## src/rtl/econet_link_ctrl_pkg.sv

```systemverilog
// econet_link_ctrl_pkg: shared state encodings, LFSR constants and backoff scale
package econet_link_ctrl_pkg;
  typedef enum logic [2:0] {
    ST_IDLE      = 3'd0,
    ST_WAIT_LINE = 3'd1,
    ST_TX        = 3'd2,
    ST_ACK_WAIT  = 3'd3,
    ST_BACKOFF   = 3'd4,
    ST_NOCLK     = 3'd5
  } state_t;
  localparam logic [15:0] LFSR_SEED = 16'hACE1;
  // taps 16,14,13,11 expressed as bit positions 15,13,12,10
  localparam logic [15:0] LFSR_TAPS = 16'hB400;
  // backoff is the LFSR sample scaled by 16
  localparam int BACKOFF_SHIFT = 4;
  function automatic logic [15:0] lfsr_next(input logic [15:0] s);
    return {s[14:0], ^(s & LFSR_TAPS)};
  endfunction
endpackage

```

## src/rtl/econet_link_ctrl_sync2.sv

```systemverilog
// econet_link_ctrl_sync2: two-flop level synchronizer with async reset
module econet_link_ctrl_sync2 (
  input  logic clk,
  input  logic reset,
  input  logic i_d,
  output logic o_q
);
  logic r_meta, r_q;
  // shift the raw level through two flops
  always_ff @(posedge clk or posedge reset)
    if (reset) {r_q, r_meta} <= 2'b00;
    else       {r_q, r_meta} <= {r_meta, i_d};
  assign o_q = r_q;
endmodule

```

## src/rtl/econet_link_ctrl.sv

```systemverilog
// econet_link_ctrl: Econet line arbitration, ack/retry handling and receive-buffer ownership
module econet_link_ctrl
  import econet_link_ctrl_pkg::*;
#(
  parameter int IDLE_GAP    = 64,
  parameter int ACK_TIMEOUT = 2000,
  parameter int RETRY_MAX   = 3,
  parameter int BACKOFF_W   = 6
) (
  input  logic       clk,
  input  logic       reset,
  input  logic       idle_in,
  input  logic       no_clock_in,
  input  logic       frame_complete,
  input  logic       frame_valid,
  input  logic       abort,
  input  logic       tx_req,
  input  logic       tx_done,
  input  logic       host_rx_release,
  output logic       tx_start,
  output logic       tx_grant,
  output logic       tx_ok,
  output logic       tx_fail,
  output logic       rx_frame_ready,
  output logic       rx_frame_ok,
  output logic       rx_overrun,
  output logic [7:0] abort_count,
  output logic [1:0] retry_count,
  output logic [2:0] state,
  output logic       irq
);
  localparam int IC_W = $clog2(IDLE_GAP + 1);
  localparam int TM_W = $clog2(ACK_TIMEOUT);
  localparam int BO_W = BACKOFF_W + BACKOFF_SHIFT;

  logic                 w_idle_s, w_noclk_s, w_line_free;
  logic [IC_W-1:0]      r_idle_cnt;
  logic [15:0]          r_lfsr;
  state_t               r_state, w_next;
  logic [TM_W-1:0]      r_timer, w_timer_n;
  logic [BO_W-1:0]      r_bo, w_bo_n;
  logic [BACKOFF_W-1:0] w_bo_seed;
  logic [1:0]           r_retry, w_retry_n;
  logic                 w_ack, w_nak, w_last;
  logic                 w_start_n, w_grant_n, w_ok_n, w_fail_n;
  logic                 r_tx_start, r_tx_grant, r_tx_ok, r_tx_fail;
  logic                 w_rdy_kept, w_rdy_n, w_rok_n, w_ovr_n;
  logic                 r_rdy, r_rok, r_ovr, r_irq;
  logic [7:0]           r_abort_cnt;

  econet_link_ctrl_sync2 u_sync_idle  (.clk(clk), .reset(reset), .i_d(idle_in),     .o_q(w_idle_s));
  econet_link_ctrl_sync2 u_sync_noclk (.clk(clk), .reset(reset), .i_d(no_clock_in), .o_q(w_noclk_s));

  // count consecutive synchronized idle cycles, saturating at the gap
  always_ff @(posedge clk or posedge reset)
    if (reset)                                r_idle_cnt <= '0;
    else if (!w_idle_s)                       r_idle_cnt <= '0;
    else if (r_idle_cnt != IC_W'(IDLE_GAP))   r_idle_cnt <= r_idle_cnt + IC_W'(1);

  assign w_line_free = (r_idle_cnt == IC_W'(IDLE_GAP)) & ~w_noclk_s;

  // free-running backoff randomiser
  always_ff @(posedge clk or posedge reset)
    if (reset) r_lfsr <= LFSR_SEED;
    else       r_lfsr <= lfsr_next(r_lfsr);

  assign w_ack     = frame_complete & frame_valid;
  assign w_nak     = abort | (frame_complete & ~frame_valid) | (r_timer == TM_W'(ACK_TIMEOUT - 1));
  assign w_last    = r_retry == 2'(RETRY_MAX - 1);
  assign w_bo_seed = (r_lfsr[BACKOFF_W-1:0] == '0) ? BACKOFF_W'(1) : r_lfsr[BACKOFF_W-1:0];

  // FSM state register
  always_ff @(posedge clk or posedge reset)
    if (reset) r_state <= ST_IDLE;
    else       r_state <= w_next;

  // FSM next state; clock loss overrides every state
  always_comb begin
    w_next = r_state;
    if (w_noclk_s) w_next = ST_NOCLK;
    else
      case (r_state)
        ST_IDLE:      w_next = tx_req ? ST_WAIT_LINE : ST_IDLE;
        ST_WAIT_LINE: w_next = !tx_req ? ST_IDLE : w_line_free ? ST_TX : ST_WAIT_LINE;
        ST_TX:        w_next = tx_done ? ST_ACK_WAIT : ST_TX;
        ST_ACK_WAIT:  w_next = w_ack ? ST_IDLE : !w_nak ? ST_ACK_WAIT : w_last ? ST_IDLE : ST_BACKOFF;
        ST_BACKOFF:   w_next = (r_bo <= BO_W'(1)) ? ST_WAIT_LINE : ST_BACKOFF;
        default:      w_next = ST_IDLE;
      endcase
  end

  // FSM outputs and datapath next values derived from the transition
  always_comb begin
    w_grant_n = w_next == ST_TX;
    w_start_n = (r_state == ST_WAIT_LINE) && (w_next == ST_TX);
    w_ok_n    = (r_state == ST_ACK_WAIT) && !w_noclk_s && w_ack;
    w_fail_n  = w_noclk_s ? (r_state != ST_IDLE && r_state != ST_NOCLK)
                          : (r_state == ST_ACK_WAIT && !w_ack && w_nak && w_last);
    w_timer_n = (r_state == ST_ACK_WAIT) ? r_timer + TM_W'(1) : '0;
    w_retry_n = (r_state == ST_IDLE && w_next == ST_WAIT_LINE) ? 2'd0 :
                (r_state == ST_ACK_WAIT && w_next == ST_BACKOFF) ? r_retry + 2'd1 : r_retry;
    w_bo_n    = (r_state == ST_ACK_WAIT && w_next == ST_BACKOFF) ? {w_bo_seed, {BACKOFF_SHIFT{1'b0}}} :
                (r_state == ST_BACKOFF) ? r_bo - BO_W'(1) : r_bo;
  end

  // register transmit-side outputs and counters
  always_ff @(posedge clk or posedge reset)
    if (reset) begin
      r_tx_start <= 1'b0;
      r_tx_grant <= 1'b0;
      r_tx_ok    <= 1'b0;
      r_tx_fail  <= 1'b0;
      r_timer    <= '0;
      r_retry    <= '0;
      r_bo       <= '0;
    end else begin
      r_tx_start <= w_start_n;
      r_tx_grant <= w_grant_n;
      r_tx_ok    <= w_ok_n;
      r_tx_fail  <= w_fail_n;
      r_timer    <= w_timer_n;
      r_retry    <= w_retry_n;
      r_bo       <= w_bo_n;
    end

  // receive buffer: a release frees the buffer before a coincident frame is considered
  always_comb begin
    w_rdy_kept = r_rdy & ~host_rx_release;
    w_rdy_n    = w_rdy_kept | frame_complete;
    w_rok_n    = (frame_complete & ~w_rdy_kept) ? frame_valid : (r_rok & ~host_rx_release);
    w_ovr_n    = (r_ovr & ~host_rx_release) | (frame_complete & w_rdy_kept);
  end

  // register receive-side status, interrupt and abort counter
  always_ff @(posedge clk or posedge reset)
    if (reset) begin
      r_rdy       <= 1'b0;
      r_rok       <= 1'b0;
      r_ovr       <= 1'b0;
      r_irq       <= 1'b0;
      r_abort_cnt <= '0;
    end else begin
      r_rdy       <= w_rdy_n;
      r_rok       <= w_rok_n;
      r_ovr       <= w_ovr_n;
      r_irq       <= w_rdy_n | w_ovr_n;
      r_abort_cnt <= r_abort_cnt + 8'(abort && r_abort_cnt != 8'hFF);
    end

  assign tx_start       = r_tx_start;
  assign tx_grant       = r_tx_grant;
  assign tx_ok          = r_tx_ok;
  assign tx_fail        = r_tx_fail;
  assign rx_frame_ready = r_rdy;
  assign rx_frame_ok    = r_rok;
  assign rx_overrun     = r_ovr;
  assign abort_count    = r_abort_cnt;
  assign retry_count    = r_retry;
  assign state          = r_state;
  assign irq            = r_irq;
endmodule

```

## config.mk

```make
export PLATFORM = sky130hd
export DESIGN_NAME = econet_link_ctrl
export DESIGN_NICKNAME = d
export VERILOG_FILES = /design/src/rtl/econet_link_ctrl_pkg.sv /design/src/rtl/econet_link_ctrl_sync2.sv /design/src/rtl/econet_link_ctrl.sv
export SDC_FILE = /design/constraint.sdc
export NUM_CORES = 1
export LEC_CHECK = 0
export CORE_ASPECT_RATIO = 1.1
export CORE_MARGIN = 2
export CORE_UTILIZATION = 45
export DETAILED_ROUTE_END_ITERATION = 16
export PLACE_DENSITY = 0.7
export SETUP_SLACK_MARGIN = 0.15
export SLEW_MARGIN = 20
export SYNTH_ARGS = -nofsm -noshare
export SYNTH_HDL_FRONTEND = slang
export SYNTH_SLANG_ARGS = --single-unit
```

## constraint.sdc

```tcl
create_clock -name clk -period 6.7 [get_ports clk]
set_clock_uncertainty 0.05 [all_clocks]
set_input_delay 1.34 -clock clk [delete_from_list [all_inputs] [get_ports clk]]
set_output_delay 1.34 -clock clk [all_outputs]
set_load 0.05 [all_outputs]
```

After elaboration in Yosys (flattened, before gate mapping)

Index checks and enable logic that the tools add are counted.

Register bits: 69
Input bits: 10
Output and inout bits: 21
Word-level logic and storage cells: 94

$add $sub $neg: 5
Magnitude comparators: 1
Eq/ne operators: 14
Multiplexer cells: 20
Bitwise logic cells: 17
Reductions and logical operators: 18

Operator list:

| operator                                             | number |
|---|---|
| two-way mux 10 bit                                   | 2 |
| XOR reduction 16 bit                                 | 1 |
| two-way mux 3 bit                                    | 5 |
| case mux 3 bit (5 select lines)                      | 1 |
| two-way mux 7 bit                                    | 2 |
| adder 11 x 1 -> 11 bit, second input constant        | 1 |
| equality test 11 bit, second input constant          | 1 |
| two-way mux 11 bit                                   | 1 |
| <= comparator 10 x 1 -> 1 bit, second input constant | 1 |
| logical AND 1 bit                                    | 10 |
| subtractor 10 x 1 -> 10 bit, second input constant   | 1 |
| equality test 3 x 2 -> 1 bit, second input constant  | 3 |
| adder 8 x 1 -> 8 bit                                 | 1 |
| bitwise AND 1 bit                                    | 8 |
| two-way mux 2 bit                                    | 4 |
| inequality test 8 bit, second input constant         | 1 |
| adder 7 x 1 -> 7 bit, second input constant          | 1 |
| equality test 7 bit, second input constant           | 1 |
| inequality test 7 bit, second input constant         | 1 |
| equality test 3 x 1 -> 1 bit, second input constant  | 2 |
| equality test 3 bit, second input constant           | 2 |
| logical NOT 6 bit                                    | 1 |
| two-way mux 6 bit                                    | 1 |
| bitwise OR 1 bit                                     | 5 |
| other kinds (10)                                     | 18 |

Longest topological paths before layout

Gate-level depths: netlist (run 1).

Depth in word-level cells: 12
Gate-level depth with buffers: 7
Depth with buffers taken out: 7

Hierarchy

From an unflattened synthesis (run 1), not the netlist that was laid out.

Cells, all modules: 262
Area total of the unflattened synthesis: 3002.9 um^2

Modules (own cells, without submodules):

| module                 | instances | cells each | area each (um^2) | seq. area each (um^2) |
|---|---|---|---|---|
| econet_link_ctrl       | 1         | 256        | 2895.3           | 1636.6 |
| econet_link_ctrl_sync2 | 2         | 3          | 53.8             | 50.0 |

Worst setup path after synthesis (run 1)

Ideal clock, no wire load.

Path type: in2reg
Start point: input port frame_complete
End point: register r_bo[8]
Library setup time: 126 ps
Arrival: 2414 ps
Required time: 6524 ps
Path slack: 4110 ps
Stages on the path: 5
Path buffers: 1
Path through: nor2b_1 > a311oi_4 > nor3_2 > buf_4 > a221o_1

Cells in the longest elaborated chain, start to end: 10
Elaborated cells between the ends (all ways): 12
Those cells by class: eq/ne (1); mux (5); bitwise (4); reduce/logical (2)

RTL lines:

| what                                                            | line                    | text |
|---|---|---|
| start: declaration                                              | econet_link_ctrl.sv:14  | `input logic frame_complete,` |
| bitwise AND 1 bit                                               | econet_link_ctrl.sv:68  | `assign w_nak = abort \| (frame_complete & ~frame_valid) \| (r_timer == TM_W'(ACK_TIMEOUT - 1));` |
| bitwise OR 1 bit (2 in series)                                  | econet_link_ctrl.sv:68  |  |
| two-way mux 3 bit                                               | econet_link_ctrl.sv:86  | `ST_ACK_WAIT: w_next = w_ack ? ST_IDLE : !w_nak ? ST_ACK_WAIT : w_last ? ST_IDLE : ST_BACKOFF;` |
| two-way mux 3 bit (*)                                           | econet_link_ctrl.sv:86  |  |
| case mux 3 bit (5 select lines) (*)                             | econet_link_ctrl.sv:82  | `case (r_state)` |
| two-way mux 3 bit (*)                                           | econet_link_ctrl.sv:80  | `if (w_noclk_s) w_next = ST_NOCLK;` |
| equality test 3 bit (*)                                         | econet_link_ctrl.sv:102 | `w_bo_n = (r_state == ST_ACK_WAIT && w_next == ST_BACKOFF) ? {w_bo_seed, {BACKOFF_SHIFT{1'b0}}} :` |
| logical AND 1 bit (*)                                           | econet_link_ctrl.sv:102 |  |
| two-way mux 10 bit / nonzero test 2 bit (equally long branches) | -                       |  |
| end signal: assignment                                          | econet_link_ctrl.sv:123 | `r_bo <= w_bo_n;` |
| end: declaration                                                | econet_link_ctrl.sv:41  | `logic [BO_W-1:0] r_bo, w_bo_n;` |

Mark *: on every way between the ends. The rest lies on a longest branch, timed or not.
A chain may end at the register's enable or synchronous reset.

Final worst setup path (run 1)

Start point: input port frame_complete
End point: register r_bo[5]

Same word-level chain as after synthesis.

==> results.md, run 1 <==
- Status: finished clean
- Antenna violations before repair: 0
- Max Slew Vio Count: 0
- DRC Markers: 0
- Mux share of post-synthesis cell area: 2.38%
- Setup Buffers After CTS: 0
- Final ANT Viol Nets: 0
- Worst VDD drop: 239 uV
- Area of the mapped netlist: 3060 sq um
- Via count: 1,973
- DP HPWL: 3.59 mm
- MaxCap Viol Count: 0
- Longest Clk Path Bufs: 2
- Setup WS pre-CTS: 3010 ps
- Sequential area share after synthesis: 56.8%
- Layout cell share with drive strength beyond 1: 13.3%
- Final setup fails: 0
- Crit path cell chain: clkdlybuf4s50_1, nand2_1, or3b_4, nor3_2, mux2_2
- DRT Wirelength: 5.23 mm
- Synth top area share: 50.0%
- Vias in the first global route: 2,014
- Total GRT Usage: 15.9%
- Critical path data arrival time: 3480 ps
- Die height: 90.4 um
- Grt ovf: 0
- Clock sinks: 69
- Xor and xnor area share after synthesis: 8.60%
- Clock latency on the worst-skew pair: 340 ps
- Fin crit period: 3320 ps
- Drt pass-1 iters: 4
- Slew @ Worst Pin: 876 ps
- M1 GR Usage: 22.1%
- Max incr delay on CP: 680 ps
- Fill cells: 582
- Area growth syn-to-layout: 20.1%
- TNS Setup: 0 ps
- Placed inst area: 3430 sq um
- Distinct cells, synth: 51
- CP bufs+invs: 1
- Die area: 7470 sq um
- Cell depth of the worst flop-to-flop path: 4
- Synth area leader: dfrtp_1
- GR Util met3: 3.80%
- WL per Instance: 13.7 um
- Slowest CP cell: nor3_2
- Power Total: 1.22 mW
- Synth Net Count: 277
- Core Box Area: 6590 sq um
- Multi-input logic area: 1240 sq um
- Crit path to: r_bo[5]$_DFFE_PP0P_
- Synth Area in Compound Gates: 7.41%
- Die Span X: 82.6 um
- Cell with the most instances after synthesis: dfrtp_1
- Register area: 1740 sq um
- Area contributors post-synth: dfrtp_1 (50%), dfstp_2 (6.9%), xnor2_1 (5.7%), ha_1 (3.3%), xor2_1 (2.9%)
- #FFs+latches synth: 69
- Clock slew seen by the registers of the worst setup and hold paths: 70 ps
- Hold Buf Count CTS: 0
- Setup crit end kind: flip-flop
- Crit path launch type: input pin
- EDFF count, synth: 0
- I/O Buffers: 30
- Root Buffer: clkbuf_8
- Syn_area_per_cell: 11.8 sq um
- I/O pin total: 31
- Maximum clock rate: 302 MHz
- Synth cell count leaders: dfrtp_1 (61), nor2_1 (22), xnor2_1 (20)
- Vias per Instance: 5.16
- Layout Nets: 313
- N_diodes: 0
- Global-route wire length before repair: 9.18 mm
- Worst endpoint required time: 6870 ps
- Met2 Resource Use GR: 23.7%
- Crit Path Max Fanout: 12
- Gates resized, CTS repair: 0
- Crit path max-delay family: simple AND/OR/NAND/NOR gates
- Hold slack: 304 ps
- Cell count after synthesis: 259
- Post-Synth Adder-Cell Area: 3.28%
- Site Rows: 31
- Worst min path class: reg2reg
- TritonCTS Buffers: 9
- Power Dens Cells: 331 nW/um^2
- Initial Util: 46.3%
- Crit path from: frame_complete
- CP Class: in2reg
- Final Instance Area: 3670 sq um
- RSZ-0062 raised after global routing: false
- Final worst slack: 3380 ps
- Ys async rst share: 100%
- Worst reg2reg setup slack: 4140 ps
- Reg2Reg Launch Point: state[2]$_DFF_PP0_
- Gpl congestion: 0.854
- Largest net degree at the start of global routing: 70
- LEAKAGE: 1.56 nW
- Final Hold Violating Endpoints: 0
- Most used routing layer: met2
- Largest family of logic cells by synthesized area: simple AND/OR/NAND/NOR gates
- Ys Warns: 0
- Post-synth top flop: dfrtp_1
- Final Cycle Share: 49.5%
- CTS tree: yes
- Reg-to-reg critical path endpoint: r_bo[5]$_DFFE_PP0P_
- Simple-gate share of the synthesized area: 18.9%
- H-Tree Depth: 3
- Critical Path Stages: 5
- First DRT Iteration DRCs: 118
- Slew margin rel.: 41.3%
==> cell families after synthesis <==
family / after synthesis
simple gates: 101
flops: 69
xor+xnor: 30
compound gates: 27
buf+inv: 17
fa+ha+maj: 8
mux: 7
==> report_power, final <==
| group | internal [mW] | switching, mW | total [mW] |
|---|---|---|---|
| registers | 0.469 | 0.0665 | 0.535 |
| clock network | 0.246 | 0.150 | 0.396 |
| logic | 0.115 | 0.170 | 0.284 |
| total | 0.829 | 0.386 | 1.22 |
==> cells in the final DEF (no fill, tap or decap), types with 2 or more instances in the layout <==
cell type and count:
o21a_1 2, nor2_1 22, nor4_1 5, clkdlybuf4s50_1 30
clkbuf_8 9, buf_4 2, clkinv_2 3, and3_1 3
nand2_1 18, mux2i_1 5, nand3_1 10, and4_1 3
xnor2_1 20, a211oi_1 3, o311a_1 3, nand2b_1 2
and2_1 4, xor2_1 10, bufinv_16 3, a211o_1 2
nand4_1 6, o21ai_0 4, or4_1 2, inv_1 9
nor3_1 6, a21oi_1 4, dfstp_2 8, dfrtp_1 61
nor2b_1 7, ha_1 8, mux2_2 2, a221o_1 2
nor3b_1 2
==> flip-flops by register name (all words and copies together) (netlist names), 2 cells and up <==
signal	cells
abort_count	8
r_bo	10
r_timer	11
state	3
r_lfsr	16
r_idle_cnt	7
retry_count	2
==> through the flow <==
step | std cells | utilization (%)
CTS | 382 | 55.7
global placement | 366 | 52.0
detailed placement | 366 | 52.0
floorplan | 259 | -
global route | 382 | 55.7
finish | 382 | 55.7
==> worst min path at each step <==
stage	depth (start not counted)	slack (ps)	startpoint	to
floorplan	0	280	r_lfsr[8]$_DFF_PP0_	r_lfsr[9]$_DFF_PP0_
global placement	0	280	r_lfsr[8]$_DFF_PP0_	r_lfsr[9]$_DFF_PP0_
detailed placement	0	290	r_lfsr[9]$_DFF_PP0_	r_lfsr[10]$_DFF_PP1_
CTS	0	310	r_lfsr[9]$_DFF_PP0_	r_lfsr[10]$_DFF_PP1_
global route	0	310	r_lfsr[9]$_DFF_PP0_	r_lfsr[10]$_DFF_PP1_
finish	0	300	r_lfsr[14]$_DFF_PP0_	r_lfsr[15]$_DFF_PP1_
==> layout make-up <==
type                       instances  share of cell area [%]
clock inverter                     7                    3.10
tap                               82                    2.80
clock buffer                       9                    3.38
sequential                        69                    47.3
multi-input combinational        173                    33.8
inverter                          10                    1.02
timing repair buffer              32                    8.59
==> layer usage <==
metal | vias up | part of all wire, %
li1 | 971 | -
met1 | 965 | 47
met2 | 27 | 48
met3 | 10 | 3.2
met4 | 0 | 1.9
met5 | - | 0
Power figures use the tool's default switching activity.
==> run 2, diff against run 1 <==
Settings changed: PLACE_DENSITY 0.7 to 0.72.
Clock period 6.7 ns to 2.7 ns, I/O delays scaled along.
==> run 2 against run 1 <==
- clock-buffer cell count grew 1
- cell count grew 0.79%
- setup slack lost 3100 ps
- design area grew 0.24%
- die area is the same
- routed wire length grew 5.7%
- combinational power grew to 2.5 times the previous value
- global-route usage grew 1.4 points
- register-to-register slack lost 3600 ps
- power grew 150%
- sequential power grew 150%
- critical endpoint is now state[2]
- largest cell class unchanged
- largest power group unchanged
- highest routed layer unchanged
==> results.md, run 2 (same netlist as run 1, synthesis figures left out) <==
- Status: finished clean (unchanged)
- Final Hold Violating Endpoints: 0 (unchanged)
- Slew margin rel.: 66.0% (was 41.3%)
- Max incr delay on CP: 890 ps (was 680 ps)
- Power Total: 3.00 mW (was 1.22 mW)
- Total GRT Usage: 17.3% (was 15.9%)
- Clock power frac: 31.3% (was 32.6%)
- Die Span X: 82.6 um (unchanged)
- WL per Instance: 14.4 um (was 13.7 um)
- Final Cycle Share: 89.5%
- I/O pin total: 31 (unchanged)
- CTS tree: yes (unchanged)
- Root Buffer: clkbuf_8 (unchanged)
- Die area: 7470 sq um (unchanged)
- Worst VDD drop: 513 uV (was 239 uV)
- Setup crit end kind: output port (was flip-flop)
- Gates resized, CTS repair: 0 (unchanged)
- Fill cells: 570 (was 582)
- H-Tree Depth: 3 (unchanged)
- Clock slew seen by the registers of the worst setup and hold paths: 70 ps (about the same)
- Top flop regs: r_lfsr x16, r_timer x11, r_bo x10 (unchanged)
- DP HPWL: 3.89 mm (was 3.59 mm)
- Vias in the first global route: 2,075 (was 2,014)
- Setup WS pre-CTS: 239 ps (was 3010 ps)
- TritonCTS Buffers: 9 (unchanged)
- Reg power frac: 44.5% (was 44.1%)
- Crit Path Max Fanout: 11 (was 12)
- DRC Markers: 0 (unchanged)
- Site Rows: 31 (unchanged)
- Crit path max-delay family: buffers and inverters (was simple AND/OR/NAND/NOR gates)
- Initial Util: 46.3% (unchanged)
- Grt ovf: 0 (unchanged)
- First DRT Iteration DRCs: 79 (was 118)
- Crit path cell chain: clkdlybuf4s50_1 (was clkdlybuf4s50_1, nand2_1, or3b_4, nor3_2, mux2_2)
- Via count: 2,004 (was 1,973)
- Hold slack: 304 ps (about the same)
- Drt pass-1 iters: 4 (unchanged)
- Antenna violations before repair: 0 (unchanged)
- RSZ-0062 raised after global routing: false (unchanged)
- Vias per Instance: 5.21 (was 5.16)
- Net Sw Frac: 33.4% (was 31.8%)
- Final Instance Area: 3680 sq um (was 3670 sq um)
- LEAKAGE: 1.56 nW (about the same)
- Max Slew Vio Count: 0 (unchanged)
- Final setup fails: 0 (unchanged)
- Clock latency on the worst-skew pair: 350 ps (was 340 ps)
- DP Cell Count: 369 (was 366)
- Layout cell share with drive strength beyond 1: 14.2% (was 13.3%)
- Placed inst area: 3450 sq um (was 3430 sq um)
- Internal: 1.99 mW (was 0.829 mW)
- I/O Buffers: 30 (unchanged)
- Worst min path class: reg2reg (unchanged)
- Post-layout util: 55.8% (was 55.7%)
- Multi-input logic area: 1240 sq um (unchanged)
- N_diodes: 0 (unchanged)
- Register area: 1740 sq um (unchanged)
- Core Box Area: 6590 sq um (unchanged)
- Gpl congestion: 0.800 (was 0.854)
- Most frequent cells in the layout: dfrtp_1 (61), clkdlybuf4s50_1 (30), nor2_1 (22) (unchanged)
- Longest Clk Path Bufs: 2 (unchanged)
- Final ANT Viol Nets: 0 (unchanged)
- Largest Register: r_lfsr (unchanged)
- Die height: 90.4 um (unchanged)
- Sw power: 1.00 mW (was 0.386 mW)
- Layout Nets: 316 (was 313)
- Slowest CP cell: clkdlybuf4s50_1 (was nor3_2)
- CP Class: reg2out (was in2reg)
- Clock sinks: 69 (unchanged)
- Power Dens Cells: 814 nW/um^2 (was 331 nW/um^2)
- Area growth syn-to-layout: 20.4% (was 20.1%)
- TNS Setup: 0 ps (unchanged)
- Max reg flops: 16 (unchanged)
- Largest net degree at the start of global routing: 26 (was 70)
- Slew @ Worst Pin: 509 ps (was 876 ps)
- Commonest non-fill, non-tap cell in the layout: dfrtp_1 (unchanged)
- DRT Wirelength: 5.53 mm (was 5.23 mm)
- Worst endpoint required time: 2110 ps (was 6870 ps)
- Final worst slack: 283 ps (was 3380 ps)
- Fin crit period: 2420 ps
- Hold Buf Count CTS: 0 (unchanged)
- Maximum clock rate: 414 MHz
- Post-Layout Cell Count: 385 (was 382)
- CP bufs+invs: 1 (unchanged)
- Comb pwr share: 24.2% (was 23.4%)
- MaxCap Viol Count: 0 (unchanged)
- Critical path data arrival time: 1830 ps (was 3480 ps)
- Crit path launch type: flip-flop (was input pin)
- Setup Buffers After CTS: 0 (unchanged)
- Global-route wire length before repair: 9.83 mm (was 9.18 mm)
==> run 2: changes by cell type in the layout (fill, tap and decap cells not counted) <==
cell and change:
clkinvlp_4 +1, clkinv_2 -1, buf_4 +3, clkbuf_8 +1, bufinv_16 -1
==> run 2: routing by layer <==
layer | vias up | share of wire (%) | routed length, um | global-route usage (%)
li1 | 981 | - | - | -
met5 | - | 0 | 0 | 0
met4 | 0 | 1.3 | 74 | 6.28
met3 | 7 | 3.4 | 190 | 4.90
met1 | 980 | 48 | 2640 | 24.5
met2 | 36 | 47 | 2620 | 25.3
==> run 2: final cells by class <==
cell class,count,area share [%]
clock buffers,10,3.74
clock inverters,6,2.35
multi-input cells,173,33.7
repair buffers,35,9.18
well taps,82,2.79
flip-flops and latches,69,47.2
inverters,10,1.02
==> run 2: final timing paths <==
| check | start | endpoint | slack [ps] | cells past startpoint |
|---|---|---|---|---|
| worst max-delay path | state[2]$_DFF_PP0_ | state[2] | 280 | 1 |
| worst min-delay path | u_sync_idle.r_meta$_DFF_PP0_ | u_sync_idle.o_q$_DFF_PP0_ | 300 | 0 |
| worst max register to register | state[2]$_DFF_PP0_ | retry_count[0]$_DFFE_PP0P_ | 530 | 5 |
| worst min register to register | u_sync_idle.r_meta$_DFF_PP0_ | u_sync_idle.o_q$_DFF_PP0_ | 300 | 0 |
| max in group asynchronous | reset | r_timer[1]$_DFF_PP0_ | 1620 | 3 |
| min in group asynchronous | reset | r_idle_cnt[4]$_DFFE_PP0P_ | 390 | 2 |
==> run 2: power by group through the flow <==
| stage | combinational (mW) | clock (mW) | sequential, mW |
|---|---|---|---|
| floorplan | 0.301 | 0 | 1.53 |
| global placement | 0.706 | 0 | 1.34 |
| detailed placement | 0.725 | 0 | 1.35 |
| CTS | 0.732 | 0.964 | 1.33 |
| global route | 0.786 | 1.01 | 1.36 |
| finish | 0.724 | 0.939 | 1.33 |
==> run 3, diff against run 2 <==
Settings changed: CELL_PAD_IN_SITES_DETAIL_PLACEMENT set to 1, CELL_PAD_IN_SITES_GLOBAL_PLACEMENT set to 2, CORE_UTILIZATION 45 to 38, PLACE_DENSITY 0.72 to 0.83, TNS_END_PERCENT set to 50.
Clock period 2.7 ns to 2.4 ns, I/O delays scaled along.
==> run 3 against run 2 <==
- sequential cell count stayed put
- critical path depth did not move
- non-clock buffer count up 4
- first-iteration DRC count fell by 3.8%
- routed wire length increased by 13%
- critical path type unchanged
- critical endpoint unchanged
==> results.md, run 3 (same netlist as run 1, synthesis figures left out) <==
- DP HPWL: 4.39 mm (was 3.89 mm)
- Die area: 8770 sq um (was 7470 sq um)
- CTS tree: yes (unchanged)
- Critical path data arrival time: 1710 ps (was 1830 ps)
- Setup crit end kind: output port (unchanged)
- I/O pin total: 31 (unchanged)
- Crit path from: state[2]$_DFF_PP0_ (unchanged)
- Vias in the first global route: 2,208 (was 2,075)
- Status: finished clean (unchanged)
- Gpl congestion: 0.773 (was 0.800)
- Grt ovf: 0 (unchanged)
- Total GRT Usage: 16.1% (was 17.3%)
- Layout cell share with drive strength beyond 1: 15.3% (was 14.2%)
- Slew margin rel.: 58.5% (was 66.0%)
- Maximum clock rate: 446 MHz
- Crit Path Max Fanout: 8 (was 11)
- Largest net degree at the start of global routing: 70 (was 26)
- CP Class: reg2out (unchanged)
- RSZ-0062 raised after global routing: true (was false)
- Clock latency on the worst-skew pair: 350 ps (about the same)
- Worst min path class: reg2reg (unchanged)
- N_diodes: 0 (unchanged)
- Root Buffer: clkbuf_8 (unchanged)
- Core Box Area: 7870 sq um (was 6590 sq um)
- Drt pass-1 iters: 4 (unchanged)
- Cell depth of the worst flop-to-flop path: 6 (was 5)
- Layout Nets: 320 (was 316)
- Site Rows: 34 (was 31)
- Reg2Reg Launch Point: r_timer[0]$_DFF_PP0_ (was state[2]$_DFF_PP0_)
- Via count: 2,055 (was 2,004)
- Crit path to: state[2] (unchanged)
- WL per Instance: 15.0 um (was 14.4 um)
- Final setup fails: 0 (unchanged)
- Worst VDD drop: 311 uV (was 513 uV)
- CP bufs+invs: 1 (unchanged)
- Power Dens Cells: 887 nW/um^2 (was 814 nW/um^2)
- H-Tree Depth: 3 (unchanged)
- Die height: 98.0 um (was 90.4 um)
- Die Span X: 89.5 um (was 82.6 um)
- Top flop regs: r_lfsr x16, r_timer x11, r_bo x10 (unchanged)
- Vias per Instance: 4.95 (was 5.21)
- DRC Markers: 0 (unchanged)
- Longest Clk Path Bufs: 2 (unchanged)
- Hold Startpoint: r_lfsr[8]$_DFF_PP0_ (was u_sync_idle.r_meta$_DFF_PP0_)
- Reg-to-reg critical path endpoint: r_bo[9]$_DFFE_PP0P_ (was retry_count[0]$_DFFE_PP0P_)
- TNS Setup: 0 ps (unchanged)
- Post-layout util: 47.7% (was 55.8%)
- Crit path cell chain: clkdlybuf4s50_1 (unchanged)
- Max reg flops: 16 (unchanged)
- Largest Register: r_lfsr (unchanged)
- LEAKAGE: 1.60 nW (was 1.56 nW)
- Commonest non-fill, non-tap cell in the layout: dfrtp_1 (unchanged)
- Worst reg2reg setup slack: 320 ps (was 530 ps)
- Hold slack: 300 ps (was 304 ps)
- Worst endpoint required time: 1870 ps (was 2110 ps)
- Final Cycle Share: 93.5%
- Initial Util: 38.8% (was 46.3%)
- Clock slew seen by the registers of the worst setup and hold paths: 70 ps (about the same)
- Antenna violations before repair: 0 (unchanged)
- Critical Path Stages: 1 (unchanged)
- Max Slew Vio Count: 0 (unchanged)
- Post-Layout Cell Count: 415 (was 385)
- Area growth syn-to-layout: 22.9% (was 20.4%)
- Clock sinks: 69 (unchanged)
- Most frequent cells in the layout: dfrtp_1 (61), clkdlybuf4s50_1 (28), nor2_1 (22) (was dfrtp_1 (61), clkdlybuf4s50_1 (30), nor2_1 (22))
- Global-route wire length before repair: 10.7 mm (was 9.83 mm)
- Final Hold Violating Endpoints: 0 (unchanged)
- First DRT Iteration DRCs: 76 (was 79)
- Slowest CP cell: clkdlybuf4s50_1 (unchanged)
- Max incr delay on CP: 860 ps (was 890 ps)
- DP Cell Count: 399 (was 369)
- Final ANT Viol Nets: 0 (unchanged)
- Fill cells: 857 (was 570)
- Slew @ Worst Pin: 621 ps (was 509 ps)
- MaxCap Viol Count: 0 (unchanged)
- DRT Wirelength: 6.22 mm (was 5.53 mm)
- Crit path max-delay family: buffers and inverters (unchanged)
- I/O Buffers: 30 (unchanged)
- TritonCTS Buffers: 9 (unchanged)
- Crit path launch type: flip-flop (unchanged)
- Fin crit period: 2240 ps
-- run 3: cell count changes in the layout (fill, tap and decap cells not counted), sizes merged --
| cell | delta |
|---|---|
| clkinv | -3 |
| clkinvlp | +2 |
| clkdlybuf4s50 | -2 |
| dlymetal6s2s | +1 |
| dlygate4sd2 | +1 |
| bufinv | -1 |
| clkbuf | +2 |
| buf | +4 |
-- run 3: repair_timing --
action                                  CTS  global route
hold endpoints to repair                  0             0
gates resized for setup                   1             1
hold buffers                              0             0
endpoints found under the setup margin    3             2
setup buffers                             0             0
-- run 3: power by group --
part / switching (mW) / internal [mW] / total [mW]
registers: 0.191 / 1.31 / 1.50
logic: 0.489 / 0.327 / 0.816
clock network: 0.444 / 0.568 / 1.01
total: 1.12 / 2.20 / 3.33
-- run 3: area by class of cell --
cell class              count  area [sq um]  area share, %
well taps                 108           135           3.60
repair buffers             39           382           10.2
inverters                  10          41.3           1.10
clock inverters             4          53.8           1.43
clock buffers              12           165           4.40
multi-input cells         173          1240           33.0
flip-flops and latches     69          1740           46.3
-- run 3: how the worst min path moves through the flow --
stage                                      to  slack, ps  cells past startpoint
floorplan                 r_lfsr[9]$_DFF_PP0_        280                      0
global placement    u_sync_idle.o_q$_DFF_PP0_        280                      0
detailed placement  u_sync_idle.o_q$_DFF_PP0_        290                      0
CTS                       r_lfsr[9]$_DFF_PP0_        300                      0
global route              r_lfsr[7]$_DFF_PP1_        310                      0
finish                    r_lfsr[9]$_DFF_PP0_        300                      0
-- run 3: routing by layer --
metal / GRT usage (%) / wire (um) / part of all wire [%]
met5: 0 / 0 / 0
met4: 6.54 / 80 / 1.3
met3: 5.07 / 170 / 2.7
met2: 25.7 / 3160 / 51
met1: 20.1 / 2810 / 45
-- run 3: metrics by stage --
stage | power, mW | area (sq um) | setup WS [ps]
4_1_cts | 3.39 | 3750 | 83.0
3_5_place_dp | 2.35 | 3530 | 12.7
2_1_floorplan | 2.06 | 3060 | 287
5_1_grt | 3.52 | 3750 | 80.4
6_report | 3.33 | 3750 | 157
3_3_place_gp | 2.32 | 3530 | 94.6
